<file path="src/rtl/bus_pkg.sv">
// Shared bus definitions: ID width, broadcast ID and FIFO occupancy states.
package bus_pkg;

  localparam int BUS_ID_W = 8;
  localparam logic [BUS_ID_W-1:0] BROADCAST_ID = 8'hFF;

  typedef enum logic [1:0] {
    EMPTY   = 2'd0,
    PARTIAL = 2'd1,
    FULL    = 2'd2
  } fifo_state_e;

endpackage

</file>
<file path="src/rtl/bus_tx_fifo_if.sv">
// Host/arbiter-side handshake bundle of bus_tx_fifo.
// master: host write side plus arbiter pop side; slave: the FIFO itself.
interface bus_tx_fifo_if #(
  parameter int PCKG_SZ = 16,
  parameter int DEPTH   = 8
) ();

  localparam int CNT_W = $clog2(DEPTH + 1);

  logic                                  wr_en;
  logic [bus_pkg::BUS_ID_W-1:0]          wr_dest;
  logic [PCKG_SZ-bus_pkg::BUS_ID_W-1:0]  wr_payload;
  logic                                  wr_ready;
  logic                                  pop;
  logic                                  pndng;
  logic [PCKG_SZ-1:0]                    D_pop;
  logic [CNT_W-1:0]                      count;
  logic                                  ovf;

  modport master (
    output wr_en, wr_dest, wr_payload, pop,
    input  wr_ready, pndng, D_pop, count, ovf
  );

  modport slave (
    input  wr_en, wr_dest, wr_payload, pop,
    output wr_ready, pndng, D_pop, count, ovf
  );

endinterface

</file>
<file path="src/rtl/bus_fifo_ram.sv">
// Packet storage: one synchronous write port, one asynchronous read port.
// Contents are intentionally not reset.
module bus_fifo_ram #(
  parameter int PCKG_SZ = 16,
  parameter int DEPTH   = 8,
  parameter int ADDR_W  = 3
) (
  input  logic               clk,
  input  logic               we,
  input  logic [ADDR_W-1:0]  waddr,
  input  logic [PCKG_SZ-1:0] wdata,
  input  logic [ADDR_W-1:0]  raddr,
  output logic [PCKG_SZ-1:0] rdata
);

  logic [PCKG_SZ-1:0] mem [DEPTH];

  // Store the incoming packet at the write pointer
  always_ff @(posedge clk) begin
    if (we) mem[waddr] <= wdata;
  end

  assign rdata = mem[raddr];

endmodule

</file>
<file path="src/rtl/bus_tx_fifo.sv">
// First-word-fall-through transmit FIFO placed in front of the bus arbiter.
// Packets are {dest, payload}; writes to a full FIFO are dropped and flagged
// via sticky ovf. Optional macro BUS_TX_FIFO_DROP_CNT_EN adds a saturating
// 16-bit drop_cnt output.
module bus_tx_fifo
  import bus_pkg::*;
#(
  parameter int PCKG_SZ = 16,
  parameter int DEPTH   = 8
) (
  input  logic          clk,
  input  logic          reset,
  bus_tx_fifo_if.slave  bus
`ifdef BUS_TX_FIFO_DROP_CNT_EN
  ,
  output logic [15:0]   drop_cnt
`endif
);

  localparam int PTR_W = (DEPTH > 1) ? $clog2(DEPTH) : 1;
  localparam int CNT_W = $clog2(DEPTH + 1);
  localparam logic [PTR_W-1:0] PTR_LAST = PTR_W'(DEPTH - 1);
  localparam logic [CNT_W-1:0] CNT_FULL = CNT_W'(DEPTH);

  fifo_state_e        state, state_nxt;
  logic [PTR_W-1:0]   wr_ptr, rd_ptr;
  logic [CNT_W-1:0]   cnt, cnt_nxt;
  logic               do_pop, do_wr, drop;
  logic [PCKG_SZ-1:0] rd_data;

  // A pop only counts when something is stored; a full FIFO still takes a
  // write if the head leaves in the same cycle.
  assign do_pop       = bus.pop && (state != EMPTY);
  assign bus.wr_ready = (cnt != CNT_FULL) || do_pop;
  assign do_wr        = bus.wr_en && bus.wr_ready;
  assign drop         = bus.wr_en && !bus.wr_ready;

  bus_fifo_ram #(
    .PCKG_SZ (PCKG_SZ),
    .DEPTH   (DEPTH),
    .ADDR_W  (PTR_W)
  ) u_ram (
    .clk   (clk),
    .we    (do_wr),
    .waddr (wr_ptr),
    .wdata ({bus.wr_dest, bus.wr_payload}),
    .raddr (rd_ptr),
    .rdata (rd_data)
  );

  // Next occupancy and occupancy state
  always_comb begin
    cnt_nxt = cnt;
    if (do_wr && !do_pop)      cnt_nxt = cnt + CNT_W'(1);
    else if (!do_wr && do_pop) cnt_nxt = cnt - CNT_W'(1);

    state_nxt = state;
    unique case (state)
      EMPTY:   if (do_wr) state_nxt = PARTIAL;
      PARTIAL: begin
        if (cnt_nxt == '0)            state_nxt = EMPTY;
        else if (cnt_nxt == CNT_FULL) state_nxt = FULL;
      end
      FULL:    if (do_pop && !do_wr) state_nxt = PARTIAL;
      default: state_nxt = EMPTY;
    endcase
  end

  // Pointers, occupancy, state and sticky overflow flag
  always_ff @(posedge clk) begin
    if (reset) begin
      wr_ptr <= '0;
      rd_ptr <= '0;
      cnt    <= '0;
      state  <= EMPTY;
      bus.ovf <= 1'b0;
    end else begin
      if (do_wr)  wr_ptr <= (wr_ptr == PTR_LAST) ? '0 : wr_ptr + PTR_W'(1);
      if (do_pop) rd_ptr <= (rd_ptr == PTR_LAST) ? '0 : rd_ptr + PTR_W'(1);
      cnt   <= cnt_nxt;
      state <= state_nxt;
      if (drop) bus.ovf <= 1'b1;
    end
  end

`ifdef BUS_TX_FIFO_DROP_CNT_EN
  // Saturating count of dropped writes
  always_ff @(posedge clk) begin
    if (reset)                     drop_cnt <= '0;
    else if (drop && drop_cnt != '1) drop_cnt <= drop_cnt + 16'd1;
  end
`endif

  assign bus.pndng = (state != EMPTY);
  assign bus.count = cnt;
  assign bus.D_pop = bus.pndng ? rd_data : '0;

endmodule

</file>
<file path="src/flat_wrapper.sv">
// flat-port wrapper written by rule: the top's interface ports become plain ports
module bus_tx_fifo_flat import bus_pkg::*;
#(
  parameter int PCKG_SZ = 16,
  parameter int DEPTH   = 8
)
  (clk, reset, bus_wr_en, bus_wr_dest, bus_wr_payload, bus_pop, bus_wr_ready, bus_pndng, bus_D_pop, bus_count, bus_ovf);
  bus_tx_fifo_if #(.PCKG_SZ(PCKG_SZ), .DEPTH(DEPTH)) bus_i ();
  input  logic clk;
  input  logic reset;
  input wire logic [$bits(bus_i.wr_en)-1:0] bus_wr_en;
  input wire logic [$bits(bus_i.wr_dest)-1:0] bus_wr_dest;
  input wire logic [$bits(bus_i.wr_payload)-1:0] bus_wr_payload;
  input wire logic [$bits(bus_i.pop)-1:0] bus_pop;
  output wire logic [$bits(bus_i.wr_ready)-1:0] bus_wr_ready;
  output wire logic [$bits(bus_i.pndng)-1:0] bus_pndng;
  output wire logic [$bits(bus_i.D_pop)-1:0] bus_D_pop;
  output wire logic [$bits(bus_i.count)-1:0] bus_count;
  output wire logic [$bits(bus_i.ovf)-1:0] bus_ovf;
  assign bus_i.wr_en = bus_wr_en;
  assign bus_i.wr_dest = bus_wr_dest;
  assign bus_i.wr_payload = bus_wr_payload;
  assign bus_i.pop = bus_pop;
  assign bus_wr_ready = bus_i.wr_ready;
  assign bus_pndng = bus_i.pndng;
  assign bus_D_pop = bus_i.D_pop;
  assign bus_count = bus_i.count;
  assign bus_ovf = bus_i.ovf;
  bus_tx_fifo #(.PCKG_SZ(PCKG_SZ), .DEPTH(DEPTH)) u_core (.clk(clk), .reset(reset), .bus(bus_i));
endmodule
</file>
<file path="config.mk">
export PLATFORM = sky130hd
export DESIGN_NAME = bus_tx_fifo_flat
export DESIGN_NICKNAME = d
export VERILOG_FILES = /design/src/rtl/bus_pkg.sv /design/src/rtl/bus_tx_fifo_if.sv /design/src/rtl/bus_fifo_ram.sv /design/src/rtl/bus_tx_fifo.sv /design/src/flat_wrapper.sv
export SDC_FILE = /design/constraint.sdc
export NUM_CORES = 1
export LEC_CHECK = 0
export BUFFER_PORTS_ARGS = -buffer_cell sky130_fd_sc_hd__buf_2
export CAP_MARGIN = 40
export CORE_ASPECT_RATIO = 0.5
export CORE_MARGIN = 2
export CORE_UTILIZATION = 41
export CTS_BUF_LIST = sky130_fd_sc_hd__clkbuf_16
export DETAILED_ROUTE_END_ITERATION = 10
export GPL_TIMING_DRIVEN = 0
export MAX_ROUTING_LAYER = met4
export SETUP_SLACK_MARGIN = 0.3
export SYNTH_ARGS = -nofsm -noshare
export SYNTH_HDL_FRONTEND = slang
export SYNTH_SLANG_ARGS = --single-unit
</file>
<file path="constraint.sdc">
create_clock -name clk -period 8.45 [get_ports clk]
set_clock_uncertainty 0.1 [all_clocks]
set_input_delay 2.535 -clock clk [delete_from_list [all_inputs] [get_ports clk]]
set_output_delay 2.535 -clock clk [all_outputs]
set_load 0.005 [all_outputs]
</file>
==> results.txt <==
Pin count of the biggest net entering global routing = 17
Initial Util = 42.1%
CP cell instances = buf_2 > o21ai_2 > nand2b_2 > buf_2
Port Buf Inserts = 41
Max Slew Vio Count = 0
Syn Nets = 332
Crit share post-route = 67.8%
Flop-to-flop setup slack = 5.85 ns
Max clock buf depth = 2
Peak Freq = 0.175 GHz
Dpl cell area = 0.00631 sq mm
FF-to-FF End = u_core.u_ram.mem[5][15]$_DFFE_PP_
Row count = 30
Vias per cell = 5.15
Hold path start = u_core.bus.ovf$_SDFFE_PP0P_
Nets = 406
Synth area leader = edfxtp_1
Max layer used = met4
GR Overflow Total = 0
Dominant cells by area after synthesis = edfxtp_1 (67%), mux4_2 (13%), dfxtp_1 (5.6%)
Core area = 0.0136 sq mm
Max_slew headroom = 40.9%
Register area share after synthesis = 72.9%
Met2 wire length = 5.45 mm
Gates resized, CTS repair = 0
Hold path depth = 1
Synth Cell Area = 0.00571 sq mm
Crit end category = output pin
Clock sinks = 144
Vias in the first global route = 3095
Critical path class = in2out
Cts hold-fix bufs = 0
Final hold vios = 0
CTS Buf Count = 17
Iter 0 DRT Violations = 167
First-pass GRT wire length = 17.6 mm
Post-DRT Antenna Nets = 0
RSZ-0062 raised after global routing = no
Netlist cell types = 43
1st-pass router iterations = 4
I/O pin count = 43
TNS Setup = 0 ns
#FFs+latches synth = 144
Hold crit path type = reg2reg
Yosys top cell area share = 67.3%
Die area = 0.0150 sq mm
Max incr delay on CP = 0.16 ns
DRT Wirelength = 11.5 mm
Die Ht = 87.5 microns
Setup Viol. Count Final = 0
Critical path buffers and inverters = 2
H-tree level count = 4
CP arrival = 3.10 ns
Overall Global Routing Usage = 17.4%
Leak = 2.34 nW
Root buffer cell = clkbuf_16
Antenna violations before repair = 1
CP delay by family, top = buffers and inverters
Worst EP required = 5.82 ns
Final Critical Period = 5.73 ns
Peak supply drop = 128 uV
Worst-Margin Slew = 0.883 ns
Clock Pin Slew Worst Setup and Hold Paths = 0.06 ns
Synthesized area per cell = 18.7 sq um
TritonCTS clock tree = done
Final Cell Area = 0.00693 sq mm
Endpoint, Worst Hold = u_core.bus.ovf$_SDFFE_PP0P_
Worst setup SP type = primary input
Residual DRC = 0
Clock latency on the worst-skew pair = 0.41 ns
PD cells = 251 mW/mm^2
Area Growth Syn to Fin = 21.2%
CP dominant cell by count = buf_2
Cells after Synth = 306
Crit path max-delay cell type = nand2b_2
Width of the chip = 171 microns
Warnings from Yosys = 0
Drt wl/cell = 19.7 microns
Critical R2R Launch = u_core.bus.count[0]$_SDFF_PP0_
Max cap viols = 0
DP Wirelength = 7.43 mm
Met1 Wirelength = 5.50 mm
Routed via count = 3017
Number of setup buffers added after CTS = 0
Share of cells above drive strength 1 = 35.4%
Worst-path fanout max = 6
Outcome = finished clean
Routed met3 length = 476 microns
Reg2Reg Depth = 7
Final GP Congestion = 0.848
-- through the flow --
stage	setup slack [ns]	power, mW	hold WS (ns)	utilization (%)	std cells
after floorplan	3.09	0.926	0.354	-	306
after global placement	1.74	0.974	0.358	45.3	539
after detailed placement	2.74	0.986	0.370	46.5	552
after CTS	2.74	1.75	0.386	50.9	584
after global routing	2.71	1.80	0.405	51.0	586
final	2.72	1.74	0.376	51.0	586
-- cells by family (layout without fill, tap and decap cells) --
family | count (synthesis) | in the layout | synth area share (%)
other | 0 | 1 | 0
multiplexers | 49 | 49 | 15.6
adder cells (fa/ha/maj) | 6 | 6 | 1.31
buffers and inverters | 19 | 106 | 1.58
flip-flops | 144 | 144 | 72.9
AND/OR/NAND/NOR | 61 | 61 | 5.28
AO/OA/AOI/OAI | 26 | 26 | 3.22
XOR/XNOR | 1 | 1 | 0.153
-- Yosys cell counts --
cell type and number:
nand3b_2 1, nor2_1 23, o211ai_1 1, nor4_1 2, nor3_1 6, xnor2_1 1, o21ai_2 1, nand2_2 1
nor4b_2 1, nand2b_1 3, ha_1 6, a21oi_2 1, o21ai_0 1, a21oi_1 8, a311oi_1 2, nand3_1 5
mux4_2 32, inv_1 5, edfxtp_1 128, mux2i_1 17, or3_1 2, buf_1 5, o32ai_1 1, and3_1 1
a211oi_2 1, a2111oi_0 1, buf_2 3, nand2_1 11, o221ai_1 1, o21a_1 1, a31o_1 1, or2_1 1
dfxtp_1 16, clkbuf_1 2, and4_1 1, o21ai_1 1, o21ba_1 1, nand2b_2 1, buf_4 4, nor2b_1 1
a31oi_1 3, a211oi_1 1, nand4_1 1
-- layout by cell type, fill, tap and decap left out, types with 2 or more instances in the layout --
cell type,n
nand2b_1,3
inv_6,6
a31oi_1,3
nor3_1,2
clkbuf_1,2
a21oi_1,8
nand2_1,11
dfxtp_1,16
nor2_2,3
buf_2,45
edfxtp_1,128
buf_4,14
a311oi_1,2
nand3_1,5
mux2i_1,17
bufinv_16,3
or3_1,2
nor2_1,20
mux4_2,32
clkinvlp_4,2
buf_8,3
inv_1,6
nor3_2,4
buf_1,5
ha_1,6
clkbuf_16,17
-- worst max path at each step --
| stage | from | end | slack, ns | cells after the start |
|---|---|---|---|---|
| final | bus_pop | bus_wr_ready | 2.72 | 4 |
| after global routing | bus_pop | bus_wr_ready | 2.71 | 4 |
| after CTS | bus_pop | bus_wr_ready | 2.74 | 4 |
| after detailed placement | bus_pop | bus_wr_ready | 2.74 | 4 |
| after global placement | bus_pop | u_core.u_ram.mem[0][10]$_DFFE_PP_ | 1.74 | 5 |
| after floorplan | bus_pop | bus_wr_ready | 3.09 | 2 |
-- sequential cells by signal (all words and copies together), names as in the netlist, named ones only --
signal,cells
u_core.bus.count,4
u_core.bus.ovf,1
u_core.rd_ptr,3
u_core.state,2
u_core.u_ram.mem,128
u_core.wr_ptr,3
-- per-layer routing --
| metal | vias to the layer above | GRT usage [%] |
|---|---|---|
| met4 | 0 | 4.62 |
| met2 | 64 | 26.9 |
| li1 | 1389 | - |
| met5 | - | - |
| met3 | 17 | 5.18 |
| met1 | 1547 | 22.6 |
-- worst reg2reg max path: stages, from the launching register on --
cell and delay (ns):
dfxtp_1 0.47, inv_1 0.13, ha_1 0.26, nand3b_2 0.13, nand2b_2 0.22, nand3_1 0.23
nor2_2 0.51, buf_8 0.23
-- layout make-up --
type / count / area (sq um)
Timing Repair Buffer: 55 / 330
Sequential cell: 144 / 4160
Fill cell: 1141 / 6660
Tap cell: 192 / 240
Antenna cell: 1 / 2.50
Inverter: 5 / 18.8
Clock buffer: 17 / 425
Multi-Input combinational cell: 143 / 1490
Buffer: 14 / 71.3
Clock inverter: 15 / 181
-- report_power, final --
part | switching [mW] | internal (mW) | leakage (nW) | total [mW]
clock network | 0.296 | 0.469 | 0.296 | 0.765
logic | 0.0877 | 0.0723 | 0.750 | 0.160
registers | 0.0148 | 0.797 | 1.29 | 0.812
total | 0.398 | 1.34 | 2.34 | 1.74
Note: power is estimated with default switching activity, not from simulation.
